### src/rtl/vreduce_acc.sv
`default_nettype none
// +----------------------------------------------------------------------------+
// | Module   : vreduce_acc                                                     |
// | Function : Horizontal sum of all lanes of a packed SIMD vector,            |
// |            LANES_PER_CYCLE lanes per clock. Optional macro                 |
// |            VREDUCE_SAT_EN clamps the result to the LANE_W range.           |
// | Revision : 1.0  initial release                                            |
// +----------------------------------------------------------------------------+
module vreduce_acc #(
    parameter int LANES           = 16,
    parameter int LANE_W          = 16,
    parameter int LANES_PER_CYCLE = 4,
    parameter int ACC_W           = 20
) (
    input  logic                    clk,
    input  logic                    rst_n,
    input  logic                    InValid,
    output logic                    InReady,
    input  logic [LANES*LANE_W-1:0] Vector,
    input  logic                    Signed,
    output logic                    OutValid,
    input  logic                    OutReady,
    output logic [ACC_W-1:0]        Result,
    output logic                    Sat
);

    localparam int c_IDX_W = (LANES > 1) ? $clog2(LANES) : 1;
    localparam logic [c_IDX_W-1:0] c_LAST_IDX = c_IDX_W'(LANES - LANES_PER_CYCLE);
    localparam logic [c_IDX_W-1:0] c_IDX_STEP = c_IDX_W'(LANES_PER_CYCLE);

    localparam logic [1:0] c_ST_IDLE  = 2'd0;
    localparam logic [1:0] c_ST_ACCUM = 2'd1;
    localparam logic [1:0] c_ST_DONE  = 2'd2;

    logic [1:0]              r_state;
    logic [1:0]              w_state_next;
    logic [LANES*LANE_W-1:0] r_vec;
    logic                    r_signed;
    logic [c_IDX_W-1:0]      r_idx;
    logic [ACC_W-1:0]        r_acc;
    logic [ACC_W-1:0]        r_result;
    logic                    r_sat;
    logic                    r_in_ready;
    logic [LANE_W-1:0]       w_lane;
    logic [ACC_W-1:0]        w_group_sum;
    logic [ACC_W-1:0]        w_acc_next;
    logic [ACC_W-1:0]        w_result;
    logic                    w_sat;

    always_ff @(posedge clk or negedge rst_n) begin
        if (!rst_n) begin
            r_state <= c_ST_IDLE;
        end else begin
            r_state <= w_state_next;
        end
    end

    always_comb begin
        w_state_next = r_state;
        case (r_state)
            c_ST_IDLE:  if (InValid && r_in_ready) w_state_next = c_ST_ACCUM;
            c_ST_ACCUM: if (r_idx == c_LAST_IDX) w_state_next = c_ST_DONE;
            c_ST_DONE:  if (OutReady) w_state_next = c_ST_IDLE;
            default:    w_state_next = c_ST_IDLE;
        endcase
    end

    // Sum of the current lane group, each lane extended per the captured Signed.
    always_comb begin
        w_group_sum = '0;
        w_lane      = '0;
        for (int k = 0; k < LANES_PER_CYCLE; k++) begin
            w_lane      = r_vec[(int'(r_idx) + k)*LANE_W +: LANE_W];
            w_group_sum = w_group_sum +
                          {{(ACC_W-LANE_W){r_signed & w_lane[LANE_W-1]}}, w_lane};
        end
    end

    assign w_acc_next = r_acc + w_group_sum;

`ifdef VREDUCE_SAT_EN
    localparam logic [ACC_W-1:0] c_SMAX = ACC_W'((1 << (LANE_W-1)) - 1);
    localparam logic [ACC_W-1:0] c_SMIN = ACC_W'(-(1 << (LANE_W-1)));
    localparam logic [ACC_W-1:0] c_UMAX = ACC_W'((1 << LANE_W) - 1);

    always_comb begin
        w_result = w_acc_next;
        w_sat    = 1'b0;
        if (r_signed) begin
            if ($signed(w_acc_next) > $signed(c_SMAX)) begin
                w_result = c_SMAX;
                w_sat    = 1'b1;
            end else if ($signed(w_acc_next) < $signed(c_SMIN)) begin
                w_result = c_SMIN;
                w_sat    = 1'b1;
            end
        end else if (w_acc_next > c_UMAX) begin
            w_result = c_UMAX;
            w_sat    = 1'b1;
        end
    end
`else
    assign w_result = w_acc_next;
    assign w_sat    = 1'b0;
`endif

    // Result/Sat load only on the final ACCUM cycle so they stay frozen in DONE.
    always_ff @(posedge clk or negedge rst_n) begin
        if (!rst_n) begin
            r_vec      <= '0;
            r_signed   <= 1'b0;
            r_idx      <= '0;
            r_acc      <= '0;
            r_result   <= '0;
            r_sat      <= 1'b0;
            r_in_ready <= 1'b0;
        end else begin
            r_in_ready <= (w_state_next == c_ST_IDLE);
            case (r_state)
                c_ST_IDLE: begin
                    if (InValid && r_in_ready) begin
                        r_vec    <= Vector;
                        r_signed <= Signed;
                        r_acc    <= '0;
                        r_idx    <= '0;
                    end
                end
                c_ST_ACCUM: begin
                    r_acc <= w_acc_next;
                    r_idx <= r_idx + c_IDX_STEP;
                    if (r_idx == c_LAST_IDX) begin
                        r_result <= w_result;
                        r_sat    <= w_sat;
                    end
                end
                default: ;
            endcase
        end
    end

    assign InReady  = r_in_ready;
    assign OutValid = (r_state == c_ST_DONE);
    assign Result   = r_result;
    assign Sat      = r_sat;

endmodule
`default_nettype wire

### config.mk
export PLATFORM = sky130hd
export DESIGN_NAME = vreduce_acc
export DESIGN_NICKNAME = d
export VERILOG_FILES = /design/src/rtl/vreduce_acc.sv
export SDC_FILE = /design/constraint.sdc
export NUM_CORES = 1
export LEC_CHECK = 0
export BUFFER_PORTS_ARGS = -buffer_cell sky130_fd_sc_hd__buf_2
export CAP_MARGIN = 20
export CORE_AREA = 2 2 180 147
export CTS_CLUSTER_SIZE = 25
export DETAILED_ROUTE_END_ITERATION = 7
export DIE_AREA = 0 0 182 149
export PLACE_DENSITY = 0.9
export SYNTH_ARGS = -nofsm -noshare
export SYNTH_HDL_FRONTEND = slang
export SYNTH_SLANG_ARGS = --single-unit
### constraint.sdc
create_clock -name clk -period 7.7 [get_ports clk]
set_input_delay 1.155 -clock clk [delete_from_list [all_inputs] [get_ports clk]]
set_output_delay 1.155 -clock clk [all_outputs]
set_load 0.01 [all_outputs]
=== Word-level counts from Yosys, hierarchy flattened ===
Index checks and enable logic that the tools add are counted.

* Register bits: 304
* Latch bits: 0
* RAM bits: 0
* ROM bits: 0
* Input port bits: 261
* Output and inout bits: 23
* Logic and storage cells: 42
* Memories: 0

* Add/sub/neg operators: 8
* $mul: 0
* Div/mod/pow operators: 0
* Magnitude comparators: 0
* Equal/unequal tests: 4
* Shift-type cells: 4
* Muxes and demuxes: 8
* Bitwise logic cells: 4
* Reduce and logical (&&, ||, !) cells: 7

{| class="wikitable"
|+ Operators by type and width
! operator !! count
|-
| $shiftx 256x10->16 || 3
|-
| $shiftx 256x9->16 || 1
|-
| $pmux 20 s2 || 1
|-
| $add 19x17->20 || 1
|-
| $add 20x20->20 || 1
|-
| $mux 20 || 1
|-
| $add 18x17->19 || 1
|-
| $add 17x17->18 || 1
|-
| $add 4x2->5 const B || 2
|-
| $pmux 4 s2 || 1
|-
| $mux 2 || 3
|-
| $pmux 2 s3 || 1
|-
| $reduce_and 2->1 || 3
|-
| $add 4x1->5 const B || 1
|-
| $add 4x3->4 const B || 1
|-
| $and 1x1->1 || 4
|-
| $eq 4x4->1 const B || 1
|-
| $logic_not 2->1 || 2
|-
| $mux 4 || 1
|-
| $eq 2x1->1 const B || 1
|-
| $eq 2x2->1 const B || 1
|-
| $ne 2x2->1 const B || 1
|-
| $reduce_bool 2->1 || 1
|-
| $logic_and 1x1->1 || 1
|}

=== Logic depth before layout (Yosys ltp) ===
* Word-level depth: 8
* Mapped depth: 18
* Gate-level depth less buffers: 16

=== Least setup slack after synthesis ===
OpenSTA, ideal clock, no wires.

* Path type: register -> register
* Start point: register r_idx[3]
* End point: register r_acc[13]
* Setup time: 0.133 ns
* Data arrival time: 4.826 ns
* Required time: 7.567 ns
* Slack: 2.740 ns
* Cell stages (with the launch flop): 19
* Path buffers: 3
* Period minus slack after synthesis: 4.960 ns
* Path through: dfrtp_1 buf_2 buf_1 buf_1 mux4_2 fa_1 inv_1 fa_1 fa_1 inv_1 ha_1 fa_1 a211oi_1 o21bai_1 a21oi_1 nor2b_1 o21ai_0 xnor2_1 o21ai_0

* Longest elaborated chain between the ends: 7
* Elaborated cells on any way between the ends: 12
* Those cells by class: add/sub (7); shift (4); mux (1)

{| class="wikitable"
|+ Ends and longest elaborated chain
! item !! line !! source
|-
| from (decl) || 39 || <nowiki>logic [c_IDX_W-1:0] r_idx;</nowiki>
|-
| from (signal assigned) || 130 || <nowiki>r_idx <= r_idx + c_IDX_STEP;</nowiki>
|-
| $add 4x1->5 || 73 || <nowiki>w_lane = r_vec[(int'(r_idx) + k)*LANE_W +: LANE_W];</nowiki>
|-
| $shiftx 256x10->16 || 73 ||
|-
| $add 17x17->18 || 74 || <nowiki>w_group_sum = w_group_sum +</nowiki>
|-
| $add 18x17->19 || 74 ||
|-
| $add 19x17->20 (*) || 74 ||
|-
| $add 20x20->20 (*) || 79 || <nowiki>assign w_acc_next = r_acc + w_group_sum;</nowiki>
|-
| $pmux 20 s2 (*) || 119 || <nowiki>case (r_state)</nowiki>
|-
| to (signal assigned) || 129 || <nowiki>r_acc <= w_acc_next;</nowiki>
|-
| to (decl) || 40 || <nowiki>logic [ACC_W-1:0] r_acc;</nowiki>
|}

Mark *: on every way between the ends. The rest lies on a longest branch, timed or not.
A chain may end at the register's enable or synchronous reset.

=== Final worst setup path ===
* Start point: register r_idx[2]
* End point: register r_acc[13]

Same word-level chain as after synthesis.

==> results.json <==
{
  "hold_viol": 0,
  "dr.pass1.iters": 7,
  "slew_headroom_pct": 32.9,
  "clkTransAtPathRegs_ns": 0.07,
  "startpoint_type": "register",
  "crit_required_ns": 8.13,
  "synth-seq-cells": 302,
  "grt_use_total_pct": 31.5,
  "grt_overflow_total": 0,
  "grt_antenna_before_repair": 5,
  "cts_tree": "built",
  "drc_errors": 0,
  "rsz0062_at_grt": "false",
  "wirelength_mm": 41.7,
  "drive_gt1_share_pct": 21.8,
  "routedWlPerCell_microns": 18.8,
  "cts.sinks": 302,
  "path_max_fanout": 49,
  "r2r-start": "r_idx[2]",
  "dieArea_sq_um": 27100,
  "async_reset_ff_share_pct": 100,
  "nets": 2201,
  "row_count": 53,
  "yosysUniqueCellTypes": 45,
  "start_util_pct": 59.5,
  "hold_path_class": "register to register",
  "timing.fmax_ghz": 0.179,
  "grt_pass1_vias": 12267,
  "first_iter_violations": 1180,
  "slew_violations": 0,
  "die_w_microns": 182,
  "r2r_cells": 15,
  "dieHeight_microns": 149,
  "io_pins": 284,
  "grt_first_pass_wirelength_mm": 65.7,
  "cp-startpoint": "r_idx[2]",
  "postCtsSetupBuffers": 0,
  "ff_latch_area_sq_um": 7560,
  "syn_nets": 1960,
  "fin_crit_sh_pct": 72.5,
  "yosysMostFrequentCell": "nand2_1",
  "outcome": "complete, no violations",
  "critPathCaptureType": "register",
  "fin_tns_setup_ns": 0,
  "viasPerCell": 5.53,
  "holdBufCountCts": 0,
  "htreeDepth": 1,
  "worstMarginPinSlew_ns": 1.01,
  "synth_ff_type": "dfrtp_1",
  "cts_resized": 0,
  "area_growth_pct": 17.8,
  "cts_made_buffers": 30,
  "synth_cells": 1621,
  "multi_input_area_sq_um": 6890,
  "synth_top_area_share_pct": 49.6,
  "critPathCapture": "r_acc[13]",
  "period_needed_ns": 5.58,
  "yosysWarnings": 0,
  "drv_cap": 0,
  "dpl.hpwl_mm": 29.2,
  "cts_max_path_buffers": 3,
  "cts_root_buffer": "clkbuf_16",
  "synth.avg_cell_area_sq_um": 9.40,
  "gp_congestion": 0.929,
  "yosysSeqAreaShare_pct": 49.6,
  "num-fill-cells": 1854,
  "setup_viol": 0,
  "r2r_slack_ns": 2.12,
  "clock_skew_ns": 0.0239,
  "worstPathArrival_ns": 6.01,
  "netlist_area_sq_um": 15200,
  "synth_common_cells": "807 x nand2_1, 302 x dfrtp_1, 128 x inv_1, 66 x clkbuf_1, 63 x mux4_2",
  "clock_latency_ns": 0.58,
  "vias": 12260,
  "critPathKind": "register to register",
  "grt_max_degree": 178,
  "synth_area_leaders": "dfrtp_1 50%, nand2_1 20%, mux4_2 9.3%",
  "portBuffers": 282,
  "coreArea_sq_um": 25600,
  "ant_nets": 0,
  "rr_endpoint": "r_acc[13]",
  "synth_edf_count": 0,
  "yosysTopAreaCell": "dfrtp_1"
}
-- through the flow --
stage	cells	worst slack (ns)	hold WS [ns]	instance area (sq um)	util, %
after floorplan	1621	2.74	0.437	15200	-
after global placement	2158	2.27	0.452	16800	65.8
after detailed placement	2158	2.18	0.458	16800	65.8
after CTS	2213	2.15	0.473	17900	69.9
after global routing	2217	1.78	0.486	18000	70.1
final	2219	2.12	0.468	18000	70.1
-- worst min-delay path by stage --
stage | start | endpoint | slack (ns) | cells past startpoint
5_1_grt | r_vec[146] | r_vec[146] | 0.49 | 2
3_5_place_dp | r_vec[245] | r_vec[245] | 0.46 | 2
4_1_cts | r_vec[245] | r_vec[245] | 0.47 | 2
2_1_floorplan | r_vec[111] | r_vec[111] | 0.44 | 2
6_report | r_vec[177] | r_vec[177] | 0.47 | 2
3_3_place_gp | r_vec[47] | r_vec[47] | 0.45 | 2
-- cell families after synthesis --
| kind of cell | count (synthesis) | synth area share, % |
|---|---|---|
| simple gates | 853 | 21.5 |
| flops | 302 | 49.6 |
| buf+inv | 211 | 5.32 |
| compound gates | 86 | 3.31 |
| fa+ha+maj | 78 | 9.16 |
| mux | 68 | 9.77 |
| xor+xnor | 22 | 1.31 |
| other cells | 1 | 0.0246 |
-- registers in the layout, summed over array words and instances, names as in the netlist --
signal    cells
InReady       1
Result       20
r_state       2
r_signed      1
r_idx         2
r_acc        20
r_vec       256
-- placed cells by master, fill, tap and decap left out, types with 3 or more instances in the layout --
cell / n
a21oi_1: 15
and3_1: 5
buf_2: 281
buf_4: 7
bufinv_16: 5
clkbuf_1: 10
clkbuf_16: 30
clkbuf_8: 5
clkinv_2: 3
dfrtp_1: 300
diode_2: 4
fa_1: 56
ha_1: 22
inv_1: 128
mux2_2: 3
mux4_2: 63
nand2_1: 807
nand2b_1: 4
nand3_1: 20
nor2_1: 5
nor3_1: 3
o21a_1: 3
o21ai_0: 45
o21bai_1: 4
o31ai_1: 4
xnor2_1: 14
xor2_1: 7
-- critical path: stages, from the launching register on --
cell and delay, ns:
dfrtp_4 1.06, mux4_2 0.59, inv_1 0.08, fa_1 0.45, fa_1 0.48, fa_1 0.49
inv_1 0.04, ha_1 0.21, fa_1 0.48, a211oi_1 0.32, o21bai_1 0.16, a21oi_1 0.28
nor2b_1 0.31, o21ai_0 0.15, xnor2_1 0.19, o21ai_0 0.09
-- layout make-up --
| type | instances | share of cell area, % |
|---|---|---|
| diodes | 4 | 0.0557 |
| clock buffers | 45 | 4.77 |
| clock inverters | 10 | 1.13 |
| inverters | 128 | 2.68 |
| multi-input cells | 1108 | 38.4 |
| flip-flops and latches | 302 | 42.1 |
| well taps | 330 | 2.30 |
| repair buffers | 292 | 8.58 |
-- metal layers --
metal / global-route usage, % / routed length, microns
met4: 13.0 / 1840
met2: 48.6 / 19200
met5: 0 / 27
met1: 44.4 / 16900
met3: 6.88 / 3670
Power is not shown: default switching activity piles up to over one toggle a cycle in this logic, so the estimate is an artifact.
